### config.mk
export PLATFORM = sky130hd
export DESIGN_NAME = mips_muldiv_unit
export DESIGN_NICKNAME = d
export VERILOG_FILES = /design/src/rtl/mips_muldiv_pkg.sv /design/src/rtl/mips_muldiv_unit.sv
export SDC_FILE = /design/constraint.sdc
export NUM_CORES = 1
export LEC_CHECK = 0
export ABC_AREA = 1
export CAP_MARGIN = 25
export CORE_MARGIN = 3
export CORE_UTILIZATION = 45
export CTS_BUF_LIST = sky130_fd_sc_hd__clkbuf_16
export CTS_CLUSTER_SIZE = 30
export DETAILED_ROUTE_END_ITERATION = 7
export SETUP_SLACK_MARGIN = 0.02
export SYNTH_ARGS = -nofsm -noshare
export SYNTH_HDL_FRONTEND = slang
export SYNTH_SLANG_ARGS = --single-unit
### constraint.sdc
create_clock -name clk -period 2.9 [get_ports clk]
set_input_delay 0.58 -clock clk [delete_from_list [all_inputs] [get_ports clk]]
set_output_delay 0.58 -clock clk [all_outputs]
set_load 0.005 [all_outputs]
### src/rtl/mips_muldiv_pkg.sv
// Shared encodings for the MIPS HI/LO multiply/divide unit.
package mips_muldiv_pkg;

  localparam int DEFAULT_XLEN = 32;

  typedef enum logic [1:0] {
    OP_MULT  = 2'd0,
    OP_MULTU = 2'd1,
    OP_DIV   = 2'd2,
    OP_DIVU  = 2'd3
  } op_e;

  typedef enum logic [1:0] {
    IDLE = 2'd0,
    CALC = 2'd1,
    FIX  = 2'd2
  } state_e;

endpackage

### src/rtl/mips_muldiv_unit.sv
// Iterative MULT/MULTU/DIV/DIVU engine owning the architectural HI/LO registers.
// state | meaning
// IDLE  | accepts start and MTHI/MTLO writes
// CALC  | one shift-add or restoring-divide step per cycle
// FIX   | sign correction and HI/LO writeback
module mips_muldiv_unit
  import mips_muldiv_pkg::*;
#(
  parameter int XLEN = DEFAULT_XLEN
) (
  input  logic            clk,
  input  logic            reset_n,
  input  logic            start,
  input  logic [1:0]      op,
  input  logic [XLEN-1:0] a,
  input  logic [XLEN-1:0] b,
  input  logic            hi_we,
  input  logic            lo_we,
  input  logic [XLEN-1:0] wdata,
  output logic            busy,
  output logic            done,
  output logic [XLEN-1:0] hi,
  output logic [XLEN-1:0] lo
);

  localparam int CW = $clog2(XLEN);

  state_e state, state_nxt;
  op_e    op_in;

  logic [CW-1:0]     count;
  logic              is_div, neg_res, neg_rem, div_zero;
  logic [XLEN-1:0]   operand, a_raw, rem;
  logic [2*XLEN-1:0] prod;

  logic              signed_in, a_neg, b_neg;
  logic [XLEN-1:0]   mag_a, mag_b;
  logic [XLEN:0]     add_sum, shifted;
  logic [XLEN-1:0]   diff;
  logic              ge;
  logic [2*XLEN-1:0] prod_fix;
  logic [XLEN-1:0]   quo_fix, rem_fix;

  assign op_in     = op_e'(op);
  assign signed_in = (op_in == OP_MULT) || (op_in == OP_DIV);
  assign a_neg     = signed_in & a[XLEN-1];
  assign b_neg     = signed_in & b[XLEN-1];
  assign mag_a     = a_neg ? -a : a;
  assign mag_b     = b_neg ? -b : b;

  // Multiply: product low half starts as the multiplier and shifts out LSB-first.
  assign add_sum = {1'b0, prod[2*XLEN-1:XLEN]} + (prod[0] ? {1'b0, operand} : '0);

  // Divide: prod low half holds the dividend, quotient bits shift in at the bottom.
  // The remainder stays below the divisor, so the truncated difference is exact when ge.
  assign shifted = {rem, prod[XLEN-1]};
  assign ge      = shifted >= {1'b0, operand};
  assign diff    = shifted[XLEN-1:0] - operand;

  assign prod_fix = neg_res ? -prod : prod;
  assign quo_fix  = neg_res ? -prod[XLEN-1:0] : prod[XLEN-1:0];
  assign rem_fix  = neg_rem ? -rem : rem;

  always_comb begin
    state_nxt = state;
    busy      = 1'b0;
    case (state)
      IDLE: if (start) state_nxt = CALC;
      CALC: begin
        busy = 1'b1;
        if (count == '0) state_nxt = FIX;
      end
      FIX: begin
        busy      = 1'b1;
        state_nxt = IDLE;
      end
      default: state_nxt = IDLE;
    endcase
  end

  always_ff @(posedge clk or negedge reset_n) begin
    if (!reset_n) begin
      state    <= IDLE;
      count    <= '0;
      hi       <= '0;
      lo       <= '0;
      done     <= 1'b0;
      prod     <= '0;
      rem      <= '0;
      operand  <= '0;
      a_raw    <= '0;
      is_div   <= 1'b0;
      neg_res  <= 1'b0;
      neg_rem  <= 1'b0;
      div_zero <= 1'b0;
    end else begin
      state <= state_nxt;
      done  <= (state == FIX);
      case (state)
        IDLE: begin
          if (hi_we) hi <= wdata;
          if (lo_we) lo <= wdata;
          if (start) begin
            count    <= CW'(XLEN - 1);
            prod     <= {{XLEN{1'b0}}, mag_a};
            rem      <= '0;
            operand  <= mag_b;
            a_raw    <= a;
            is_div   <= (op_in == OP_DIV) || (op_in == OP_DIVU);
            neg_res  <= a_neg ^ b_neg;
            neg_rem  <= a_neg;
            div_zero <= (b == '0);
          end
        end
        CALC: begin
          count <= count - 1'b1;
          if (is_div) begin
            rem  <= ge ? diff : shifted[XLEN-1:0];
            prod <= {prod[2*XLEN-1:XLEN], prod[XLEN-2:0], ge};
          end else begin
            prod <= {add_sum, prod[XLEN-1:1]};
          end
        end
        FIX: begin
          if (!is_div) begin
            hi <= prod_fix[2*XLEN-1:XLEN];
            lo <= prod_fix[XLEN-1:0];
          end else if (div_zero) begin
            hi <= a_raw;
            lo <= '1;
          end else begin
            hi <= rem_fix;
            lo <= quo_fix;
          end
        end
        default: ;
      endcase
    end
  end

endmodule

### Yosys cells after proc, flatten, opt, wreduce, memory -nomap -nowiden

Cells that the tools add are included.

* muxes and demuxes: 27
* bitwise operators: 3
* add/subtract/negate cells: 8
* reductions and logical operators: 16
* magnitude comparators: 1
* equal/unequal tests: 10

Operators with widths (count)
* $mux W32: 14
* $mux W64: 3
* $pmux W32 S2: 3
* $neg A32 Y32: 4
* $pmux W64 S2: 1
* $neg A64 Y64: 1
* $add A32 B32 Y33: 1
* $ge A33 B32 Y1: 1
* $logic_not A32 Y1: 1
* $sub A32 B32 Y32: 1
* $ne A2 B2 Y1 const B: 6
* $pmux W5 S2: 1
* $reduce_and A2 Y1: 5
* $eq A2 B2 Y1 const B: 3
* $reduce_and A3 Y1: 2
* $logic_not A5 Y1: 1
* $mux W5: 1
* $sub A5 B1 Y5 const B: 1
* $logic_not A2 Y1: 2
* $mux W2: 2
* $pmux W2 S2: 1
* $reduce_bool A2 Y1: 2
* $and A1 B1 Y1: 2
* $eq A2 B1 Y1 const B: 1
* 4 further kinds: 5

* word-level logic and storage cells: 79
* output and inout bits: 66
* bits in registers: 236
* input port bits: 103

### Logic depth before layout (Yosys ltp)

Gate-level depths: netlist (run 1).

* depth after elaboration: 6
* gate-level depth with buffers: 18
* mapped depth without buffers: 16

### Worst setup path before layout (run 1)

Ideal clock, no wire load.

* path type: register -> register
* start: reg prod[0]
* end: reg prod[61]
* data required time: 2774 ps
* setup time: 126 ps
* stages on the path, launching flop included: 16
* clock period less this slack: 2395 ps
* path slack: 505 ps
* buffers on the path: 2
* data arrival time: 2269 ps
* path through: dfrtp_1 -> buf_6 -> clkbuf_1 -> nand2_1 -> inv_1 -> ha_1 -> inv_1 -> fa_1 -> o21ai_2 -> a21boi_1 -> o21ai_1 -> nand2_1 -> o21ai_0 -> nand2_1 -> nand2_1 -> o21ai_0

* longest elaborated chain between the ends: 4

RTL lines
* from (decl): RTL line mips_muldiv_unit.sv:34 `logic [2*XLEN-1:0] prod;`
* from (signal assigned): RTL line mips_muldiv_unit.sv:105 `prod <= {{XLEN{1'b0}}, mag_a};`
* from (signal assigned): RTL line mips_muldiv_unit.sv:119 `prod <= {prod[2*XLEN-1:XLEN], prod[XLEN-2:0], ge};`
* from (signal assigned): RTL line mips_muldiv_unit.sv:121 `prod <= {add_sum, prod[XLEN-1:1]};`
* $mux W32: RTL line mips_muldiv_unit.sv:52 `assign add_sum = {1'b0, prod[2*XLEN-1:XLEN]} + (prod[0] ? {1'b0, operand} : '0);`
* $add A32 B32 Y33: RTL line mips_muldiv_unit.sv:52
* $mux W64: RTL line mips_muldiv_unit.sv:117 `if (is_div) begin`
* $pmux W64 S2: RTL line mips_muldiv_unit.sv:99 `case (state)`

No other way between the ends. The select of a mux whose other input is x is not followed.
A chain may end at the register's enable or synchronous reset.

### Worst setup path after layout (run 1)

* start: reg rem[0]
* end: reg hi[12]

* longest elaborated chain between the ends: 5

RTL lines
* from (decl): RTL line mips_muldiv_unit.sv:33 `logic [XLEN-1:0] operand, a_raw, rem;`
* from (signal assigned): RTL line mips_muldiv_unit.sv:118 `rem <= ge ? diff : shifted[XLEN-1:0];`
* $neg A32 Y32: RTL line mips_muldiv_unit.sv:62 `assign rem_fix = neg_rem ? -rem : rem;`
* $mux W32: RTL line mips_muldiv_unit.sv:62
* $mux W32: RTL line mips_muldiv_unit.sv:128 `end else if (div_zero) begin`
* $mux W32: RTL line mips_muldiv_unit.sv:125 `if (!is_div) begin`
* $pmux W32 S2: RTL line mips_muldiv_unit.sv:99
* to (signal assigned): RTL line mips_muldiv_unit.sv:101 `if (hi_we) hi <= wdata;`
* to (signal assigned): RTL line mips_muldiv_unit.sv:126 `hi <= prod_fix[2*XLEN-1:XLEN];`
* to (signal assigned): RTL line mips_muldiv_unit.sv:129 `hi <= a_raw;`
* to (decl): RTL line mips_muldiv_unit.sv:22 `output logic [XLEN-1:0] hi,`

No other way between the ends.

==> flow_summary.yaml, run 1 <==
place:
  port_buffers: 168
  detailed_place.area_um2: 22500
  detailed_place_hpwl_um: 67700
  gp_congestion: 0.975
synth:
  yosysUniqueCellTypes: 59
  synthDominantAreaCellType: "sky130_fd_sc_hd__dfrtp_1"
  yosysSeqAreaShare: 0.296
  synth_fp_nets: 3346
  synth_top_cells_by_area: "sky130_fd_sc_hd__dfrtp_1 (30%), sky130_fd_sc_hd__nand2_1 (16%), sky130_fd_sc_hd__nor2_1 (8.7%)"
  yosys_warnings: 0
  ys_ff_latch: 236
  synthesis.instances: 3168
  mappedNetlistArea_um2: 19900
  synth_top_cell_area_share: 0.296
  syn-mean-instance-area_um2: 6.29
global_route:
  grt_use_total: 0.347
  grt_first_pass_wirelength_um: 127000
  grt_antenna_before_repair: 0
  grt_max_degree: 77
  grt_pass1_vias: 21421
  overflow_left_after_global_routing: 0
run_status:
  run_status: "finished, final reports clean"
min_path:
  worst_hold_startpoint: "count[4]$_DFFE_PN0P_"
  hold_path.class: "flip-flop to flip-flop"
  worstHoldPathCells: 1
  timing.hold.worst_endpoint: "count[4]$_DFFE_PN0P_"
timing:
  slew_viol_final: 0
  setup-violations-final: 0
  timing.max_slew.rel_slack: 0.419
  period_needed_ps: 2810
  worst-slew-pin-transition_ps: 871
  final_hold_viol_count: 0
  rsz_0062_raised_after_global_routing: "false"
  finClkSkew_ps: 24.2
  fmax_ghz: 0.356
  hold_slack_ps: 473
  post_route_clock_period_utilization: 0.968
  final_sum_of_negative_setup_slack_ps: 0
setup_path:
  path_max_fanout: 7
  critical_path_arrival_ps: 3320
  timing.reg2reg.setup_slack_ps: 90
  timing.reg2reg.worst_path_depth: 10
  reg2reg_to: "hi[12]$_DFFE_PN0P_"
  cp.required_ps: 3410
  end_kind: "flip-flop"
  worst_r2r_startpoint: "rem[0]$_DFFE_PN0P_"
  timing.critical_path.from_type: "flip-flop"
  worstSetupPathType: "flip-flop to flip-flop"
clocking:
  cts_tree: "yes"
  cts_buffers: 31
  cts.root.buffer_cell: "sky130_fd_sc_hd__clkbuf_16"
  clock_sink_count: 236
  worst_path_clk_slew_ps: 60
  cts.htree.levels: 1
  cts_max_path_buffers: 3
  worstSkewPairLatency_ps: 590
die:
  placementRows: 76
  dieArea_um2: 46900
  ioPinCount: 169
  die_width_um: 216
  floorplan.initialDensity: 0.459
  design.core.area_um2: 43500
  die_y_um: 216
drt:
  number_of_routed_nets_with_antenna_violations: 0
  drt_pass1_iterations: 6
  routed_wire_length_per_instance_um: 21.3
  route.detailed.vias_per_inst: 5.79
  num_vias: 22813
  route.final.wire_length_um: 84100
  drt_first_iter_violations: 2528
  detail_route.drc_violations: 0
cells_and_area:
  diodes: 0
  post_route_cells_drive_above_1_share: 0.0635
  area.growth.synth_to_final_pct: 18.1
  final_design_area_no_fill_um2: 23500
  finish.net_count: 3512
power_and_ir_drop:
  peakVddDrop_mv: 0.627
  power.static_leakage_uw: 0.0114
  power.density_nw_per_um2: 1010
run:
  max_cap_viols: 0
-- cells by family after synthesis --
kind of cell / after synthesis / share of synthesized area
AO/OA/AOI/OAI: 633 / 0.175
AND/OR/NAND/NOR: 1720 / 0.366
XOR/XNOR: 65 / 0.0286
adder cells (fa/ha/maj): 75 / 0.0478
buffers and inverters: 439 / 0.0867
flip-flops: 236 / 0.296
-- power by group --
part	leakage, uW	switching, uW	internal (uW)	total (uW)
sequential	0.00289	1720	4650	6370
combinational	0.00800	8880	4600	13500
clock	0.000506	1600	2370	3970
total	0.0114	12200	11600	23800
-- cells in the mapped netlist, drive strengths merged --
master / n
nand3: 258
inv: 323
a221oi: 13
o211ai: 9
o221ai: 19
a2111oi: 1
buf: 35
clkbuf: 77
a31oi: 8
nand2: 881
ha: 73
a21oi: 231
nor3: 38
o32ai: 1
a22oi: 7
fa: 2
o22ai: 18
nand3b: 11
a2bb2oi: 1
nand2b: 1
a21boi: 2
nor2: 483
a311oi: 1
o31ai: 9
xor2: 43
nor4: 7
and2: 5
o21ai: 299
dfrtp: 236
o21a: 7
o21bai: 4
or2: 8
xnor2: 22
clkinv: 4
nand4: 28
a21o: 3
-- through the flow --
stage,total power (uW),utilization,setup WS (ps),cells
floorplan,14000,-,505,3168
global placement,19300,0.518,165,3885
detailed placement,19500,0.518,127,3885
CTS,23500,0.542,217,3940
global route,25500,0.542,27.4,3940
finish,23800,0.542,94.1,3940
-- routing by layer --
metal / share of wire / global-route usage
met3: 0.10 / 0.0632
met5: 0 / 0
met1: 0.43 / 0.503
met2: 0.43 / 0.528
met4: 0.035 / 0.103
-- layout by cell type, fill, tap and decap left out, drive strengths merged, types with 22 or more instances in the layout --
cell             n
a21oi          231
buf             77
clkbuf          31
clkdlybuf4s50  167
dfrtp          236
ha              73
inv            326
nand2          881
nand3          258
nand4           28
nor2           483
nor3            38
o21ai          299
xnor2           22
xor2            43
-- how the worst max path moves through the flow --
stage	end	startpoint	slack, ps
2_1_floorplan	prod[61]$_DFFE_PN0P_	prod[0]$_DFFE_PN0P_	510
3_3_place_gp	operand[30]$_DFFE_PN0P_	b[0]	160
3_5_place_dp	operand[30]$_DFFE_PN0P_	b[0]	130
4_1_cts	prod[61]$_DFFE_PN0P_	prod[0]$_DFFE_PN0P_	220
5_1_grt	hi[12]$_DFFE_PN0P_	rem[0]$_DFFE_PN0P_	30
6_report	hi[12]$_DFFE_PN0P_	rem[0]$_DFFE_PN0P_	90
-- final cells by class --
class / count / area (um2)
clock buffer: 31 / 776
timing repair buffer: 245 / 2330
fill: 4480 / 19900
tap: 585 / 732
inverter: 327 / 1230
clock inverter: 23 / 250
sequential: 236 / 5910
multi-input combinational: 2493 / 12300
-- critical path, stage by stage, from the launching register on --
cell,delay (ps)
sky130_fd_sc_hd__dfrtp_1,530
sky130_fd_sc_hd__inv_1,170
sky130_fd_sc_hd__ha_1,180
sky130_fd_sc_hd__nand3_1,160
sky130_fd_sc_hd__nor2_1,230
sky130_fd_sc_hd__nand2_1,140
sky130_fd_sc_hd__o21ai_0,220
sky130_fd_sc_hd__xor2_1,100
sky130_fd_sc_hd__a21oi_1,430
sky130_fd_sc_hd__o21ai_0,360
sky130_fd_sc_hd__a21oi_1,200
-- registers in the layout, indices dropped and copies added (netlist names) --
| name | count |
|---|---|
| lo | 32 |
| done | 1 |
| neg_res | 1 |
| hi | 32 |
| neg_rem | 1 |
| state | 2 |
| operand | 32 |
| rem | 32 |
| a_raw | 32 |
| is_div | 1 |
| count | 5 |
| prod | 64 |
| div_zero | 1 |
-- timing repair --
item                                   in CTS  in global routing
setup buffers                               0                  0
hold buffers                                1                  0
gates resized for setup                     0                  2
setup endpoints to repair                   0                  2
endpoints found under the hold margin       1                  0
No activity file was read; power rests on OpenSTA's default activity.
==> inputs of run 2 (changes only) <==
Settings changed: CORE_MARGIN 3 to not set, PLACE_DENSITY set to 0.67.
Clock period 2.9 ns to 2.4 ns, I/O delays scaled along.
==> flow_summary.yaml, run 2 (synthesis results as in run 1) <==
run_status:
  run_status: "finished, final reports clean"
cells_and_area:
  final_design_area_no_fill_um2: 26800
  largest_register_ff_count: 64
  finish.net_count: 3785
  post_route_cells_drive_above_1_share: 0.194
  area.growth.synth_to_final_pct: 34.6
  commonest_cells_after_routing_fill_and_taps_aside: "sky130_fd_sc_hd__nand2_1 (811), sky130_fd_sc_hd__nor2_1 (418), sky130_fd_sc_hd__buf_4 (327)"
  final_common_cell: "sky130_fd_sc_hd__nand2_1"
  max_flop_register: "prod"
  post-route-util: 0.619
  diodes: 0
setup_path:
  cpMostUsedCell: "sky130_fd_sc_hd__nand2_1"
  timing.reg2reg.setup_slack_ps: 40
  end_kind: "flip-flop"
  reg2reg_to: "hi[13]$_DFFE_PN0P_"
  worst_r2r_startpoint: "prod[13]$_DFFE_PN0P_"
  critical_path.top_delay_family: "simple AND/OR/NAND/NOR gates"
  crit_slowest_cell: "sky130_fd_sc_hd__dfrtp_1"
  worstSetupPathType: "flip-flop to flip-flop"
  cp.required_ps: 2910
  critPathBufInv: 0
  timing.reg2reg.worst_path_depth: 11
  timing.critical_path.from_type: "flip-flop"
  path_max_fanout: 6
  critical_path_arrival_ps: 2870
  cp_cell_sequence: "nor2_1 > nand2_1 > nor2_1 > nand2_1 > nor2_4 > nand3_2 > nand3_1 > nand2_1 > o21bai_1 > nand2_1 > a21oi_1"
  worst_path_largest_cell_delay_ps: 530
timing:
  rsz_0062_raised_after_global_routing: "true"
  fmax_ghz: 0.423
  final_hold_viol_count: 0
  worst-slew-pin-transition_ps: 823
  timing.max_slew.rel_slack: 0.450
  final_sum_of_negative_setup_slack_ps: 0
  slew_viol_final: 0
  hold_slack_ps: 428
  period_needed_ps: 2360
  setup-violations-final: 0
  post_route_clock_period_utilization: 0.985
  finClkSkew_ps: 17.8
place:
  gp_congestion: 1.04
  detailed_place.area_um2: 24500
  detailed_place_hpwl_um: 69200
  port_buffers: 168
die:
  placementRows: 76
  die_y_um: 212
  floorplan.initialDensity: 0.460
  ioPinCount: 169
  die_width_um: 212
  design.core.area_um2: 43400
  dieArea_um2: 45200
drt:
  wl_met3_um: 8790
  drt_pass1_iterations: 8
  routed-wl-met2_um: 37900
  drt_first_iter_violations: 2561
  route.detailed.vias_per_inst: 5.67
  routed_wire_length_per_instance_um: 20.6
  detail_route.drc_violations: 0
  number_of_routed_nets_with_antenna_violations: 0
  detail_route.wirelength.met1_um: 36500
  route.final.wire_length_um: 86800
  maxUsedRoutingLayer: "met4"
  num_vias: 23883
clocking:
  cts_tree: "yes"
  cts.root.buffer_cell: "sky130_fd_sc_hd__clkbuf_16"
  cts_max_path_buffers: 3
  worst_path_clk_slew_ps: 60
  cts.htree.levels: 1
  cts_buffers: 30
  worstSkewPairLatency_ps: 590
  clock_sink_count: 236
run:
  max_cap_viols: 0
global_route:
  grt_use_total: 0.377
  grt_first_pass_wirelength_um: 130000
  grt_max_degree: 77
  grt_pass1_vias: 22304
  overflow_left_after_global_routing: 0
  grt_antenna_before_repair: 0
power_and_ir_drop:
  power.static_leakage_uw: 0.0129
  power.density_nw_per_um2: 1200
  peakVddDrop_mv: 0.605
  finalPower_uw: 32100
min_path:
  hold_path.class: "input port to asynchronous set/reset pin"
run 2: how the worst max path moves through the flow:
stage	startpoint	depth (start not counted)	slack, ps	end
after detailed placement	prod[0]$_DFFE_PN0P_	13	-200	prod[53]$_DFFE_PN0P_
after global placement	prod[0]$_DFFE_PN0P_	13	-140	prod[53]$_DFFE_PN0P_
after floorplan	prod[0]$_DFFE_PN0P_	15	110	prod[61]$_DFFE_PN0P_
final	prod[13]$_DFFE_PN0P_	11	40	hi[13]$_DFFE_PN0P_
after CTS	prod[0]$_DFFE_PN0P_	14	20	prod[49]$_DFFE_PN0P_
after global routing	prod[0]$_DFFE_PN0P_	15	-80	prod[56]$_DFFE_PN0P_
run 2: worst reg2reg max path, cell delays in order (launching register included):
cell	delay, ps
sky130_fd_sc_hd__dfrtp_1	530
sky130_fd_sc_hd__nor2_1	200
sky130_fd_sc_hd__nand2_1	100
sky130_fd_sc_hd__nor2_1	240
sky130_fd_sc_hd__nand2_1	180
sky130_fd_sc_hd__nor2_4	180
sky130_fd_sc_hd__nand3_2	90
sky130_fd_sc_hd__nand3_1	80
sky130_fd_sc_hd__nand2_1	50
sky130_fd_sc_hd__o21bai_1	390
sky130_fd_sc_hd__nand2_1	120
sky130_fd_sc_hd__a21oi_1	140
run 2: area by class of cell:
cell class                      count  area (um2)
Multi-Input combinational cell   2495       13400
Sequential cell                   236        5910
Clock inverter                     21         193
Timing Repair Buffer              517        4570
Clock buffer                       31         776
Inverter                          327        1230
Fill cell                        4244       16500
Tap cell                          585         732
run 2: metal layers:
metal / GRT usage / vias to the layer above
met2: 0.586 / 1172
met3: 0.0737 / 195
met4: 0.140 / 0
met5: 0 / -
li1: - / 11288
met1: 0.517 / 11228
run 2: stage by stage:
stage	setup slack, ps	instances
after floorplan	110	3168
after global placement	-136	4139
after detailed placement	-199	4139
after CTS	21.8	4194
after global routing	-76.3	4212
final	37.1	4212
run 2: timing repair:
action,4_1_cts,5_1_grt
hold buffers,1,0
hold endpoints to repair,62,0
pin swaps,7,43
resized for setup,48,247
setup endpoints to repair,48,85
cloned,0,3
buffers inserted,2,17
run 2: power by group:
part / switching, uW / internal (uW) / total (uW)
Sequential: 1880 / 5630 / 7510
Combinational: 12100 / 8010 / 20100
Clock: 1900 / 2650 / 4550
Total: 15800 / 16300 / 32100
